$ cat src/rtl/pattern_gen_pkg.sv
// Shared encodings for the burst-oriented multi-lane pattern generator.
//   pt_mode_e : pattern mode selector values (i_pt_sel)
//   state_e   : control FSM states
package pattern_gen_pkg;

  typedef enum logic [2:0] {
    PT_LFSR   = 3'd0,
    PT_CNT    = 3'd1,
    PT_ZERO   = 3'd2,
    PT_ONE    = 3'd3,
    PT_CHK55  = 3'd4,
    PT_CHKAA  = 3'd5,
    PT_WALK   = 3'd6,
    PT_TOGGLE = 3'd7
  } pt_mode_e;

  typedef enum logic [1:0] {
    IDLE = 2'd0,
    RUN  = 2'd1,
    DONE = 2'd2
  } state_e;

endpackage

$ cat src/rtl/pattern_lfsr.sv
// Per-lane Fibonacci LFSR.
//   i_sysclk, i_arstn : clock, async active-low reset (state resets to 0)
//   load, seed        : load seed (all-zero seed becomes all-ones, a zero LFSR would lock up)
//   enable            : advance one step
//   state             : current register value
//   state_nxt         : value the register takes at the next edge
module pattern_lfsr
  import pattern_gen_pkg::*;
#(
  parameter int unsigned    DW   = 8,
  parameter logic [DW-1:0]  TAPS = 8'hB8
) (
  input  logic          i_sysclk,
  input  logic          i_arstn,
  input  logic          load,
  input  logic          enable,
  input  logic [DW-1:0] seed,
  output logic [DW-1:0] state,
  output logic [DW-1:0] state_nxt
);

  logic [DW-1:0] state_q;

  always_comb begin
    state_nxt = state_q;
    if (load) begin
      state_nxt = (seed == '0) ? '1 : seed;
    end else if (enable) begin
      state_nxt = {state_q[DW-2:0], ^(state_q & TAPS)};
    end
  end

  always_ff @(posedge i_sysclk or negedge i_arstn) begin
    if (!i_arstn) begin
      state_q <= '0;
    end else begin
      state_q <= state_nxt;
    end
  end

  assign state = state_q;

endmodule

$ cat src/rtl/pattern_gen_mc.sv
// Multi-lane burst test-pattern source with valid/ready output.
//   i_sysclk, i_arstn : clock, async active-low reset
//   i_start, i_abort  : start a burst (IDLE only) / terminate immediately (highest priority)
//   i_pt_sel, i_len, i_seed : pattern mode, beat count, seed/base; sampled on the start cycle
//   i_ready           : downstream ready
//   o_valid, o_data, o_last : beat stream; lane k at o_data[k*DW +: DW]
//   o_busy, o_done    : not-IDLE flag / one-cycle pulse after the last beat is accepted
module pattern_gen_mc
  import pattern_gen_pkg::*;
#(
  parameter int unsigned   DW        = 8,
  parameter int unsigned   NUM_LANE  = 4,
  parameter int unsigned   LENW      = 16,
  parameter logic [DW-1:0] LFSR_TAPS = 8'hB8
) (
  input  logic                   i_sysclk,
  input  logic                   i_arstn,
  input  logic                   i_start,
  input  logic                   i_abort,
  input  logic [2:0]             i_pt_sel,
  input  logic [LENW-1:0]        i_len,
  input  logic [DW-1:0]          i_seed,
  input  logic                   i_ready,
  output logic                   o_valid,
  output logic [NUM_LANE*DW-1:0] o_data,
  output logic                   o_last,
  output logic                   o_busy,
  output logic                   o_done
);

  localparam int unsigned PW = (DW > 1) ? $clog2(DW) : 1;

  state_e                 state_q, state_d;
  pt_mode_e               mode_q, mode_d;
  logic [LENW-1:0]        len_q, cnt_q, cnt_d;
  logic [DW-1:0]          base_q, base_d;
  logic [PW-1:0]          pos_q, pos_d;
  logic                   tog_q, tog_d;
  logic [NUM_LANE*DW-1:0] data_q, data_d;
  logic [NUM_LANE*DW-1:0] lfsr_state, lfsr_nxt;
  logic                   xfer, adv, load, last;

  assign xfer = (state_q == RUN) && i_ready;
  assign adv  = xfer && !i_abort;
  assign load = (state_q == IDLE) && i_start && !i_abort && (i_len != '0);
  // cnt never exceeds len-1 while in RUN, so the full LENW range is usable
  assign last = (cnt_q == len_q - LENW'(1));

  always_comb begin
    state_d = state_q;
    if (i_abort) begin
      state_d = IDLE;
    end else begin
      unique case (state_q)
        IDLE:    if (i_start) state_d = (i_len != '0) ? RUN : DONE;
        RUN:     if (xfer && last) state_d = DONE;
        DONE:    state_d = IDLE;
        default: state_d = IDLE;
      endcase
    end
  end

  always_comb begin
    mode_d = mode_q;
    cnt_d  = cnt_q;
    base_d = base_q;
    pos_d  = pos_q;
    tog_d  = tog_q;
    if (load) begin
      mode_d = pt_mode_e'(i_pt_sel);
      cnt_d  = '0;
      base_d = i_seed;
      pos_d  = '0;
      tog_d  = 1'b0;
    end else if (adv) begin
      cnt_d  = cnt_q + LENW'(1);
      base_d = base_q + DW'(NUM_LANE);
      pos_d  = (pos_q == PW'(DW - 1)) ? '0 : pos_q + PW'(1);
      tog_d  = ~tog_q;
    end
  end

  for (genvar k = 0; k < NUM_LANE; k++) begin : g_lane
    pattern_lfsr #(
      .DW   (DW),
      .TAPS (LFSR_TAPS)
    ) u_lfsr (
      .i_sysclk  (i_sysclk),
      .i_arstn   (i_arstn),
      .load      (load),
      .enable    (adv),
      .seed      (i_seed ^ DW'(k)),
      .state     (lfsr_state[k*DW +: DW]),
      .state_nxt (lfsr_nxt[k*DW +: DW])
    );
  end

  // Output data is built from next-state generator values so o_data is a plain flop.
  always_comb begin
    data_d = '0;
    if (state_d == RUN) begin
      for (int k = 0; k < NUM_LANE; k++) begin
        unique case (mode_d)
          PT_LFSR:   data_d[k*DW +: DW] = (load || adv) ? lfsr_nxt[k*DW +: DW]
                                                        : lfsr_state[k*DW +: DW];
          PT_CNT:    data_d[k*DW +: DW] = base_d + DW'(k);
          PT_ZERO:   data_d[k*DW +: DW] = '0;
          PT_ONE:    data_d[k*DW +: DW] = '1;
          PT_CHK55:  data_d[k*DW +: DW] = {(DW/8){8'h55}};
          PT_CHKAA:  data_d[k*DW +: DW] = {(DW/8){8'hAA}};
          PT_WALK:   data_d[k*DW +: DW] = DW'(1) << pos_d;
          // even lanes start at 0x55, odd at 0xAA; tog flips every beat
          PT_TOGGLE: data_d[k*DW +: DW] = (((k % 2) == 0) != tog_d) ? {(DW/8){8'h55}}
                                                                    : {(DW/8){8'hAA}};
          default:   data_d[k*DW +: DW] = '0;
        endcase
      end
    end
  end

  always_ff @(posedge i_sysclk or negedge i_arstn) begin
    if (!i_arstn) begin
      state_q <= IDLE;
      mode_q  <= PT_LFSR;
      len_q   <= '0;
      cnt_q   <= '0;
      base_q  <= '0;
      pos_q   <= '0;
      tog_q   <= 1'b0;
      data_q  <= '0;
    end else begin
      state_q <= state_d;
      mode_q  <= mode_d;
      cnt_q   <= cnt_d;
      base_q  <= base_d;
      pos_q   <= pos_d;
      tog_q   <= tog_d;
      data_q  <= data_d;
      if (load) len_q <= i_len;
    end
  end

  assign o_valid = (state_q == RUN);
  assign o_last  = (state_q == RUN) && last;
  assign o_busy  = (state_q != IDLE);
  assign o_done  = (state_q == DONE);
  assign o_data  = data_q;

endmodule

$ cat config.mk
export PLATFORM = sky130hd
export DESIGN_NAME = pattern_gen_mc
export DESIGN_NICKNAME = d
export VERILOG_FILES = /design/src/rtl/pattern_gen_pkg.sv /design/src/rtl/pattern_lfsr.sv /design/src/rtl/pattern_gen_mc.sv
export SDC_FILE = /design/constraint.sdc
export NUM_CORES = 1
export LEC_CHECK = 0
export BUFFER_PORTS_ARGS = -buffer_cell sky130_fd_sc_hd__buf_2
export CAP_MARGIN = 40
export CELL_PAD_IN_SITES_DETAIL_PLACEMENT = 2
export CELL_PAD_IN_SITES_GLOBAL_PLACEMENT = 2
export CORE_MARGIN = 2
export CORE_UTILIZATION = 37
export DETAILED_ROUTE_END_ITERATION = 10
export GPL_ROUTABILITY_DRIVEN = 0
export MAX_ROUTING_LAYER = met4
export PLACE_DENSITY_LB_ADDON = 0.1
export REMOVE_ABC_BUFFERS = 1
export SLEW_MARGIN = 20
export SYNTH_ARGS = -nofsm -noshare
export SYNTH_HDL_FRONTEND = slang
export SYNTH_HIERARCHICAL = 1
export SYNTH_SLANG_ARGS = --single-unit
$ cat constraint.sdc
create_clock -name i_sysclk -period 3.8 [get_ports i_sysclk]
set_input_delay 0.38 -clock i_sysclk [delete_from_list [all_inputs] [get_ports i_sysclk]]
set_output_delay 0.38 -clock i_sysclk [all_outputs]
set_load 0.02 [all_outputs]
== After elaboration in Yosys (flattened, before gate mapping) ==
Index checks and enable logic that the tools add are counted.

* Add/subtract/negate cells: 7
* Eq/ne operators: 12
* Shift operators: 1
* Mux-type cells: 38
* Bitwise operators: 4
* Reduce and logical (&&, ||, !) cells: 22

{| class="wikitable"
|+ Operators by type and width
! kind !! count
|-
| 8-bit case mux with 8 select lines || 4
|-
| 8-bit two-way mux || 20
|-
| 8-bit logical NOT || 4
|-
| 16-bit two-way mux || 2
|-
| 32-bit two-way mux || 1
|-
| 8-bit parity || 4
|-
| 16-bit by 1-bit adder with 16-bit output (second input constant) || 1
|-
| 8-bit by 2-bit adder with 8-bit output (second input constant) || 2
|-
| 16-bit equality test || 1
|-
| 16-bit nonzero test || 1
|-
| 16-bit by 1-bit subtractor with 16-bit output (second input constant) || 1
|-
| 3-bit equality test (second input constant) || 5
|-
| 3-bit two-way mux || 4
|-
| 8-bit by 1-bit adder with 8-bit output (second input constant) || 1
|-
| 8-bit by 3-bit adder with 8-bit output (second input constant) || 1
|-
| 2-bit two-way mux || 4
|-
| 1-bit by 3-bit << shifter with 8-bit output (first input constant) || 1
|-
| 1-bit logical AND || 7
|-
| 3-bit by 2-bit equality test with 1-bit output (second input constant) || 2
|-
| 2-bit by 1-bit equality test with 1-bit output (second input constant) || 2
|-
| 2-bit case mux with 2 select lines || 1
|-
| 2-bit nonzero test || 2
|-
| 3-bit by 1-bit adder with 3-bit output (second input constant) || 1
|-
| 3-bit by 1-bit equality test with 1-bit output (second input constant) || 1
|-
| other kinds (8) || 11
|}

* Flip-flop bits (word level): 113
* Input bits: 32
* Word-level logic and storage cells: 96

== Longest topological paths before layout ==
Gate-level depths: netlist (run 1).

* Word-level depth: 8
* Gate-level depth with buffers: 14

== Cells and area by module ==
Netlist (run 1), hierarchy kept.

{| class="wikitable"
|+ Modules (own cells, without submodules)
! module !! times used !! cells each !! area each (um2)
|-
| pattern_gen_mc || 1 || 657 || 5346.4
|-
| pattern_lfsr || 4 || 51 || 483.0
|}

== Worst setup path before layout (run 1) ==
No wires, ideal clock.

* Kind: input-to-reg
* Start point: input port i_len[3]
* End point: register data_q[31] (netlist: o_data[31])
* Arrival: 3.393 ns
* Data required time: 3.701 ns
* Path slack: 0.308 ns
* Stages: 14
* Path through: or4_1 > o41ai_2 > inv_2 > buf_6 > clkbuf_1 > buf_2 > o21a_1 > inv_1 > ha_1 > a21oi_1 > or3_1 > mux2i_1 > a21oi_1 > a311oi_1

{| class="wikitable"
|+ RTL lines
! item !! line !! RTL
|-
| from (decl) || pattern_gen_mc.sv:21 || <nowiki>input logic [LENW-1:0] i_len,</nowiki>
|-
| 16-bit nonzero test || pattern_gen_mc.sv:45 || <nowiki>assign load = (state_q == IDLE) && i_start && !i_abort && (i_len != '0);</nowiki>
|-
| 1-bit logical AND || pattern_gen_mc.sv:45 ||
|-
| 8-bit two-way mux || pattern_gen_mc.sv:69 || <nowiki>if (load) begin</nowiki>
|-
| via base_d[2] || pattern_gen_mc.sv:36 || <nowiki>logic [DW-1:0] base_q, base_d;</nowiki>
|-
| 8-bit by 2-bit adder with 8-bit output || pattern_gen_mc.sv:106 || <nowiki>PT_CNT: data_d[k*DW +: DW] = base_d + DW'(k);</nowiki>
|-
| 8-bit case mux with 8 select lines || pattern_gen_mc.sv:103 || <nowiki>unique case (mode_d)</nowiki>
|-
| 32-bit two-way mux || pattern_gen_mc.sv:101 || <nowiki>if (state_d == RUN) begin</nowiki>
|-
| via data_d[31] || pattern_gen_mc.sv:39 || <nowiki>logic [NUM_LANE*DW-1:0] data_q, data_d;</nowiki>
|-
| to (signal assigned) || pattern_gen_mc.sv:138 || <nowiki>data_q <= data_d;</nowiki>
|-
| to (decl) || pattern_gen_mc.sv:39 ||
|}

The timed path passes the listed nets, and every way through them passes these cells.
A chain may end at the register's enable or synchronous reset.

== Final worst setup path (run 1) ==
* Start point: register len_q[0]
* End point: output port o_last

* Cells in the longest elaborated chain, start to end: 3

{| class="wikitable"
|+ RTL lines
! item !! line !! RTL
|-
| from (decl) || pattern_gen_mc.sv:35 || <nowiki>logic [LENW-1:0] len_q, cnt_q, cnt_d;</nowiki>
|-
| from (signal assigned) || pattern_gen_mc.sv:139 || <nowiki>if (load) len_q <= i_len;</nowiki>
|-
| 16-bit by 1-bit subtractor with 16-bit output || pattern_gen_mc.sv:47 || <nowiki>assign last = (cnt_q == len_q - LENW'(1));</nowiki>
|-
| 16-bit equality test || pattern_gen_mc.sv:47 ||
|-
| 1-bit logical AND || pattern_gen_mc.sv:144 || <nowiki>assign o_last = (state_q == RUN) && last;</nowiki>
|-
| to (decl) || pattern_gen_mc.sv:26 || <nowiki>output logic o_last,</nowiki>
|}

No other way between the ends.

==> flow_metrics.env, run 1 <==
export IMPL_grtUsageTotal=0.292
export IMPL_hold_path_endpoint="len_q[4]$_DFFE_PN0P_"
export IMPL_start_util=0.375
export IMPL_startpoint_type="register"
export IMPL_hold_path_class="in2reg"
export IMPL_peakVddDrop_uv=329
export IMPL_synth_seq_cells=113
export IMPL_port_buffers=67
export IMPL_ys_types=67
export IMPL_timing_rr_start="len_q[0]$_DFFE_PN0P_"
export IMPL_worstSetupPathType="reg2out"
export IMPL_die_height_um=144
export IMPL_max_freq_ghz=0.285
export IMPL_die_x_um=144
export IMPL_cap_viol_max_count=0
export IMPL_tns_ns=0
export IMPL_place_area_mm2=0.00804
export IMPL_dpl_hpwl_mm=19.9
export IMPL_core_area_mm2=0.0194
export IMPL_clockBufferDepth=2
export IMPL_clk_pin_slew_ns=0.05
export IMPL_grt_pass1_vias=7867
export IMPL_dr_pass1_iters=5
export IMPL_yosys_most_used_dff="dfrtp_1"
export IMPL_crit_path_end_kind="output port"
export IMPL_wl_per_cell_um=23.1
export IMPL_yosysSeqAreaShare=0.389
export IMPL_nets=974
export IMPL_hold_viol_final=0
export IMPL_avgSynthCellArea_um2=8.45
export IMPL_rows=51
export IMPL_r2r_slack_ns=0.36
export IMPL_critical_path_required_ns=3.42
export IMPL_cts_tree="built"
export IMPL_cts_root_buf="clkbuf_16"
export IMPL_finalWirelength_mm=28.0
export IMPL_yosysWarnings=6
export IMPL_status="completed"
export IMPL_postCtsSetupRepairBufs=0
export IMPL_path_max_fanout=8
export IMPL_whs_ns=0.175
export IMPL_grt_max_degree=41
export IMPL_worstMarginPinSlew_ns=0.760
export IMPL_rsz0062_at_grt="no"
export IMPL_via_per_inst=5.75
export IMPL_min_path_cells=3
export IMPL_power_density_mw_per_mm2=541
export IMPL_finalSetupViolCount=0
export IMPL_dp_cells=1178
export IMPL_ios=68
export IMPL_leakagePower_nw=3.90
export IMPL_postSynthCellCount=861
export IMPL_instances_no_fill=1210
export IMPL_slew_violations=0
export IMPL_vias=6959
export IMPL_hp_start="i_len[4]"
export IMPL_min_period_ns=3.51
export IMPL_drive_above_1_share=0.170
export IMPL_numCtsBuffers=17
export IMPL_drtIter0Drc=366
export IMPL_fp_dieArea_mm2=0.0208
export IMPL_synth_edf_count=0
export IMPL_syn_cell_area_mm2=0.00728
export IMPL_grt_pass1_wl_mm=44.6
export IMPL_clkSinkCount=113
export IMPL_antenna_cells_inserted=0
export IMPL_antenna_found_initial=0
export IMPL_htree_levels=4
export IMPL_min_period_over_period=0.924
export IMPL_grt_overflow=0
export IMPL_slew_headroom=0.489
export IMPL_drc=0
export IMPL_cp_arrival_ns=3.13
export IMPL_worstSkewPairLatency_ns=0.43
export IMPL_clock_skew_ns=0.0101
export IMPL_fin_area_mm2=0.00866
export IMPL_ant_nets=0
export IMPL_async_reset_ff_frac=1.00
export IMPL_reg2reg_depth=11
export IMPL_r2r_end="o_data[3]$_DFF_PN0_"
export IMPL_synthToLayoutAreaGrowth_pct=18.9
## stage by stage
step           total power, mW  utilization  setup WS, ns
2_1_floorplan             2.42            -         -2.58
3_3_place_gp              2.93        0.413         0.290
3_5_place_dp              3.00        0.414         0.165
4_1_cts                   4.71        0.446        0.0725
5_1_grt                   4.93        0.446        0.0749
6_report                  4.68        0.446         0.288
## cell usage after synthesis, types with 10 or more instances
| library cell | count | area share |
|---|---|---|
| mux2i_1 | 10 | 0.014 |
| nor2b_1 | 33 | 0.028 |
| xnor2_1 | 44 | 0.053 |
| or3_1 | 12 | 0.010 |
| inv_1 | 41 | 0.021 |
| a31oi_1 | 26 | 0.022 |
| and3_1 | 22 | 0.019 |
| nor2_1 | 51 | 0.026 |
| xor2_1 | 22 | 0.026 |
| a211oi_1 | 29 | 0.030 |
| nand2b_1 | 10 | 0.0086 |
| nand2_1 | 145 | 0.075 |
| a21oi_1 | 39 | 0.027 |
| o21ai_0 | 34 | 0.023 |
| dfrtp_1 | 113 | 0.39 |
| nor3_1 | 16 | 0.011 |
| clkbuf_1 | 33 | 0.017 |
| nand3_1 | 30 | 0.021 |
## critical path, stage by stage, from the launching register on
cell	delay (ns)
dfrtp_1	0.45
inv_1	0.11
ha_1	0.17
or4b_1	0.65
o41ai_1	0.38
xnor2_1	0.12
o21ai_0	0.20
nand4_1	0.21
nor2_1	0.21
buf_2	0.21
## state kept, by name, indices dropped and copies added (netlist names)
signal	flops
base_q	8
cnt_q	16
g_lane.u_lfsr/state	32
len_q	16
mode_q	3
o_data	32
pos_q	3
state_q	2
tog_q	1
## report_power, final
part | leakage, nW | internal, mW | switching, mW
clock | 0.295 | 1.07 | 0.595
sequential | 1.42 | 1.39 | 0.194
combinational | 2.18 | 0.537 | 0.890
## how the worst max path moves through the flow
| stage | start | slack, ns | endpoint |
|---|---|---|---|
| floorplan | i_len[3] | -2.58 | o_data[13]$_DFF_PN0_ |
| global placement | i_len[3] | 0.29 | o_data[31]$_DFF_PN0_ |
| detailed placement | i_len[3] | 0.16 | o_data[31]$_DFF_PN0_ |
| CTS | len_q[0]$_DFFE_PN0P_ | 0.07 | o_last |
| global route | len_q[0]$_DFFE_PN0P_ | 0.07 | o_last |
| finish | len_q[0]$_DFFE_PN0P_ | 0.29 | o_last |
## cells by family after synthesis
group / count (synthesis) / synth area share
AOI/OAI and AO/OA: 198 / 0.190
DFF: 113 / 0.389
adders and majority gates: 9 / 0.0155
xor gates and xnor gates: 67 / 0.0817
muxes: 12 / 0.0172
buffers and inverters: 92 / 0.0511
and+or+nand+nor: 370 / 0.256
## placed cells by master (no fill, tap or decap), types with 22 or more instances in the layout
master / synthesis / layout
nand2_1: 145 / 145
dfrtp_1: 113 / 113
buf_2: 6 / 66
nor2_1: 51 / 49
xnor2_1: 44 / 44
inv_1: 41 / 40
a21oi_1: 39 / 39
o21ai_0: 34 / 34
nor2b_1: 33 / 33
buf_4: 1 / 33
nand3_1: 30 / 30
a211oi_1: 29 / 29
a31oi_1: 26 / 26
xor2_1: 22 / 22
and3_1: 22 / 22
## area by class of cell
| cell class | instances | area, um2 |
|---|---|---|
| Timing Repair Buffer | 102 | 628 |
| Multi-Input combinational cell | 656 | 4100 |
| Fill cell | 2228 | 10700 |
| Clock inverter | 10 | 134 |
| Clock buffer | 21 | 470 |
| Inverter | 43 | 164 |
| Tap cell | 265 | 332 |
| Sequential cell | 113 | 2830 |
## routing by layer
metal  share of wire  GRT usage  routed length [um]  vias to the layer above
met5               0          -                   0                        -
met4           0.026      0.103                 717                        0
met3           0.031     0.0394                 861                       44
met2            0.52      0.511               14700                      144
met1            0.42      0.345               11700                     3587
li1                -          -                   -                     3184
## timing repair
action | 4_1_cts | 5_1_grt
setup endpoints to repair | 0 | 1
hold buffers | 1 | 0
gates resized for setup | 0 | 1
hold endpoints to repair | 30 | 0
(Power assumes the default switching activity.)
==> run 2: changes to the inputs <==
Settings changed: PLACE_DENSITY from default to 0.88, PLACE_DENSITY_LB_ADDON 0.1 to default.
==> flow_metrics.env, run 2 (synthesis gave the netlist of run 1 again) <==
export IMPL_power_density_mw_per_mm2=554
export IMPL_crit_path_top_delay_cell="or4b_1"
export IMPL_grtUsageTotal=0.314
export IMPL_min_period_ns=3.59
export IMPL_status="completed"
export IMPL_slew_headroom=0.436
export IMPL_core_area_mm2=0.0194
export IMPL_cap_viol_max_count=0
export IMPL_drtIter0Drc=461
export IMPL_clockBufferDepth=2
export IMPL_cp_arrival_ns=3.91
export IMPL_grt_overflow=0
export IMPL_path_max_fanout=19
export IMPL_startpoint_type="register"
export IMPL_worstSetupPathType="reg2reg"
export IMPL_nets=965
export IMPL_ant_nets=0
export IMPL_fillers=2153
export IMPL_rsz0062_at_grt="no"
export IMPL_critPathBufInv=3
export IMPL_dp_cells=1168
export IMPL_r2r_end="o_data[8]$_DFF_PN0_"
export IMPL_instances_no_fill=1202
export IMPL_clkSinkCount=113
export IMPL_fp_dieArea_mm2=0.0208
export IMPL_grt_pass1_vias=8064
export IMPL_grt_pass1_wl_mm=47.3
export IMPL_start_util=0.375
export IMPL_grt_max_degree=64
export IMPL_peakVddDrop_uv=354
export IMPL_numCtsBuffers=17
export IMPL_rows=51
export IMPL_synthToLayoutAreaGrowth_pct=18.6
export IMPL_clk_pin_slew_ns=0.06
export IMPL_path_delay_family="compound AO/OA/AOI/OAI gates"
export IMPL_crit_path_end_kind="register"
export IMPL_pre_cts_ws_ns=-0.0582
export IMPL_clock_skew_ns=0.0118
export IMPL_htree_levels=4
export IMPL_leakagePower_nw=3.86
export IMPL_drc=0
export IMPL_min_path_cells=3
export IMPL_crit_cells=12
export IMPL_die_height_um=144
export IMPL_max_freq_ghz=0.278
export IMPL_crit_chain="inv_1 > ha_1 > or4b_1 > o41ai_1 > xnor2_1 > o21ai_0 > nand4_1 > o31ai_2 > clkinvlp_4 > buf_4 > nand2_1 > a31oi_1"
export IMPL_final_cell_mix="145 x nand2_1, 113 x dfrtp_1, 66 x buf_2"
export IMPL_drive_above_1_share=0.164
export IMPL_antenna_found_initial=0
export IMPL_power_mw=4.79
export IMPL_hold_viol_final=0
export IMPL_fin_ws_ns=0.209
export IMPL_reg2reg_depth=12
export IMPL_finalSetupViolCount=0
export IMPL_final_common_cell="nand2_1"
export IMPL_worstSetupEndpoint="o_data[8]$_DFF_PN0_"
export IMPL_antenna_cells_inserted=0
export IMPL_wl_per_cell_um=25.2
export IMPL_worstSkewPairLatency_ns=0.44
export IMPL_timing_rr_start="len_q[0]$_DFFE_PN0P_"
export IMPL_ios=68
export IMPL_critical_path_required_ns=4.12
export IMPL_worstMarginPinSlew_ns=0.841
export IMPL_port_buffers=67
export IMPL_slew_violations=0
export IMPL_dpl_hpwl_mm=20.0
export IMPL_via_per_inst=6.06
export IMPL_vias=7289
export IMPL_dr_pass1_iters=5
export IMPL_die_x_um=144
export IMPL_min_period_over_period=0.945
export IMPL_place_area_mm2=0.00799
export IMPL_cts_tree="built"
export IMPL_finalWirelength_mm=30.3
export IMPL_r2r_slack_ns=0.21
export IMPL_hold_path_class="in2reg"
export IMPL_cts_root_buf="clkbuf_16"
export IMPL_crit_start="len_q[0]$_DFFE_PN0P_"
export IMPL_tns_ns=0
export IMPL_fin_area_mm2=0.00863
export IMPL_max_stage_delay_ns=0.63
==> run 2: cell types whose count changed in the layout (fill, tap and decap cells not counted) <==
cell | before | now
inv_1 | 40 | 39
clkbuf_8 | 3 | 1
inv_6 | 0 | 4
buf_12 | 2 | 4
clkinv_2 | 4 | 0
buf_4 | 33 | 22
clkinv_4 | 1 | 5
==> run 2: report_power, final <==
part,switching [mW],internal (mW)
registers,0.212,1.39
logic,0.937,0.526
clock network,0.662,1.06
total,1.81,2.97
==> run 2: cell type report <==
cell class / count / area [um2] / area share
repair buffers: 93 / 586 / 0.0678
flip-flops and latches: 113 / 2830 / 0.328
clock inverters: 13 / 176 / 0.0204
clock buffers: 19 / 443 / 0.0513
multi-input cells: 656 / 4100 / 0.475
well taps: 265 / 332 / 0.0384
inverters: 43 / 168 / 0.0194
==> run 2: metrics by stage <==
step / util / hold slack, ns
floorplan: - / 0.0844
global placement: 0.411 / 0.485
detailed placement: 0.412 / 0.384
CTS: 0.444 / 0.144
global route: 0.445 / 0.158
finish: 0.445 / 0.160
==> run 2: worst register-to-register path, stage by stage, from the launching register on <==
cell and delay (ns):
dfrtp_1 0.44, inv_1 0.11, ha_1 0.18, or4b_1 0.63, o41ai_1 0.39, xnor2_1 0.12, o21ai_0 0.25, nand4_1 0.23
o31ai_2 0.48, clkinvlp_4 0.16, buf_4 0.24, nand2_1 0.17, a31oi_1 0.06
==> run 2: metal layers <==
metal | vias to the layer above | GRT usage | part of all wire
li1 | 3161 | - | -
met1 | 3769 | 0.361 | 0.41
met2 | 253 | 0.518 | 0.50
met3 | 106 | 0.0639 | 0.045
met4 | 0 | 0.169 | 0.049
met5 | - | - | 0
==> run 2: what timing repair did <==
item | CTS | global route
endpoints found under the setup margin | 0 | 20
buffers inserted | 0 | 1
endpoints found under the hold margin | 35 | 0
resized for setup | 0 | 2
hold buffers | 1 | 0
==> run 2: how the worst min path moves through the flow <==
stage / start / endpoint / slack, ns
after floorplan: i_arstn / base_q[0]$_DFF_PN0_ / 0.08
after global placement: len_q[15]$_DFFE_PN0P_ / len_q[15]$_DFFE_PN0P_ / 0.49
after detailed placement: i_arstn / len_q[6]$_DFFE_PN0P_ / 0.38
after CTS: i_len[8] / len_q[8]$_DFFE_PN0P_ / 0.14
after global routing: i_len[8] / len_q[8]$_DFFE_PN0P_ / 0.16
final: i_len[8] / len_q[8]$_DFFE_PN0P_ / 0.16
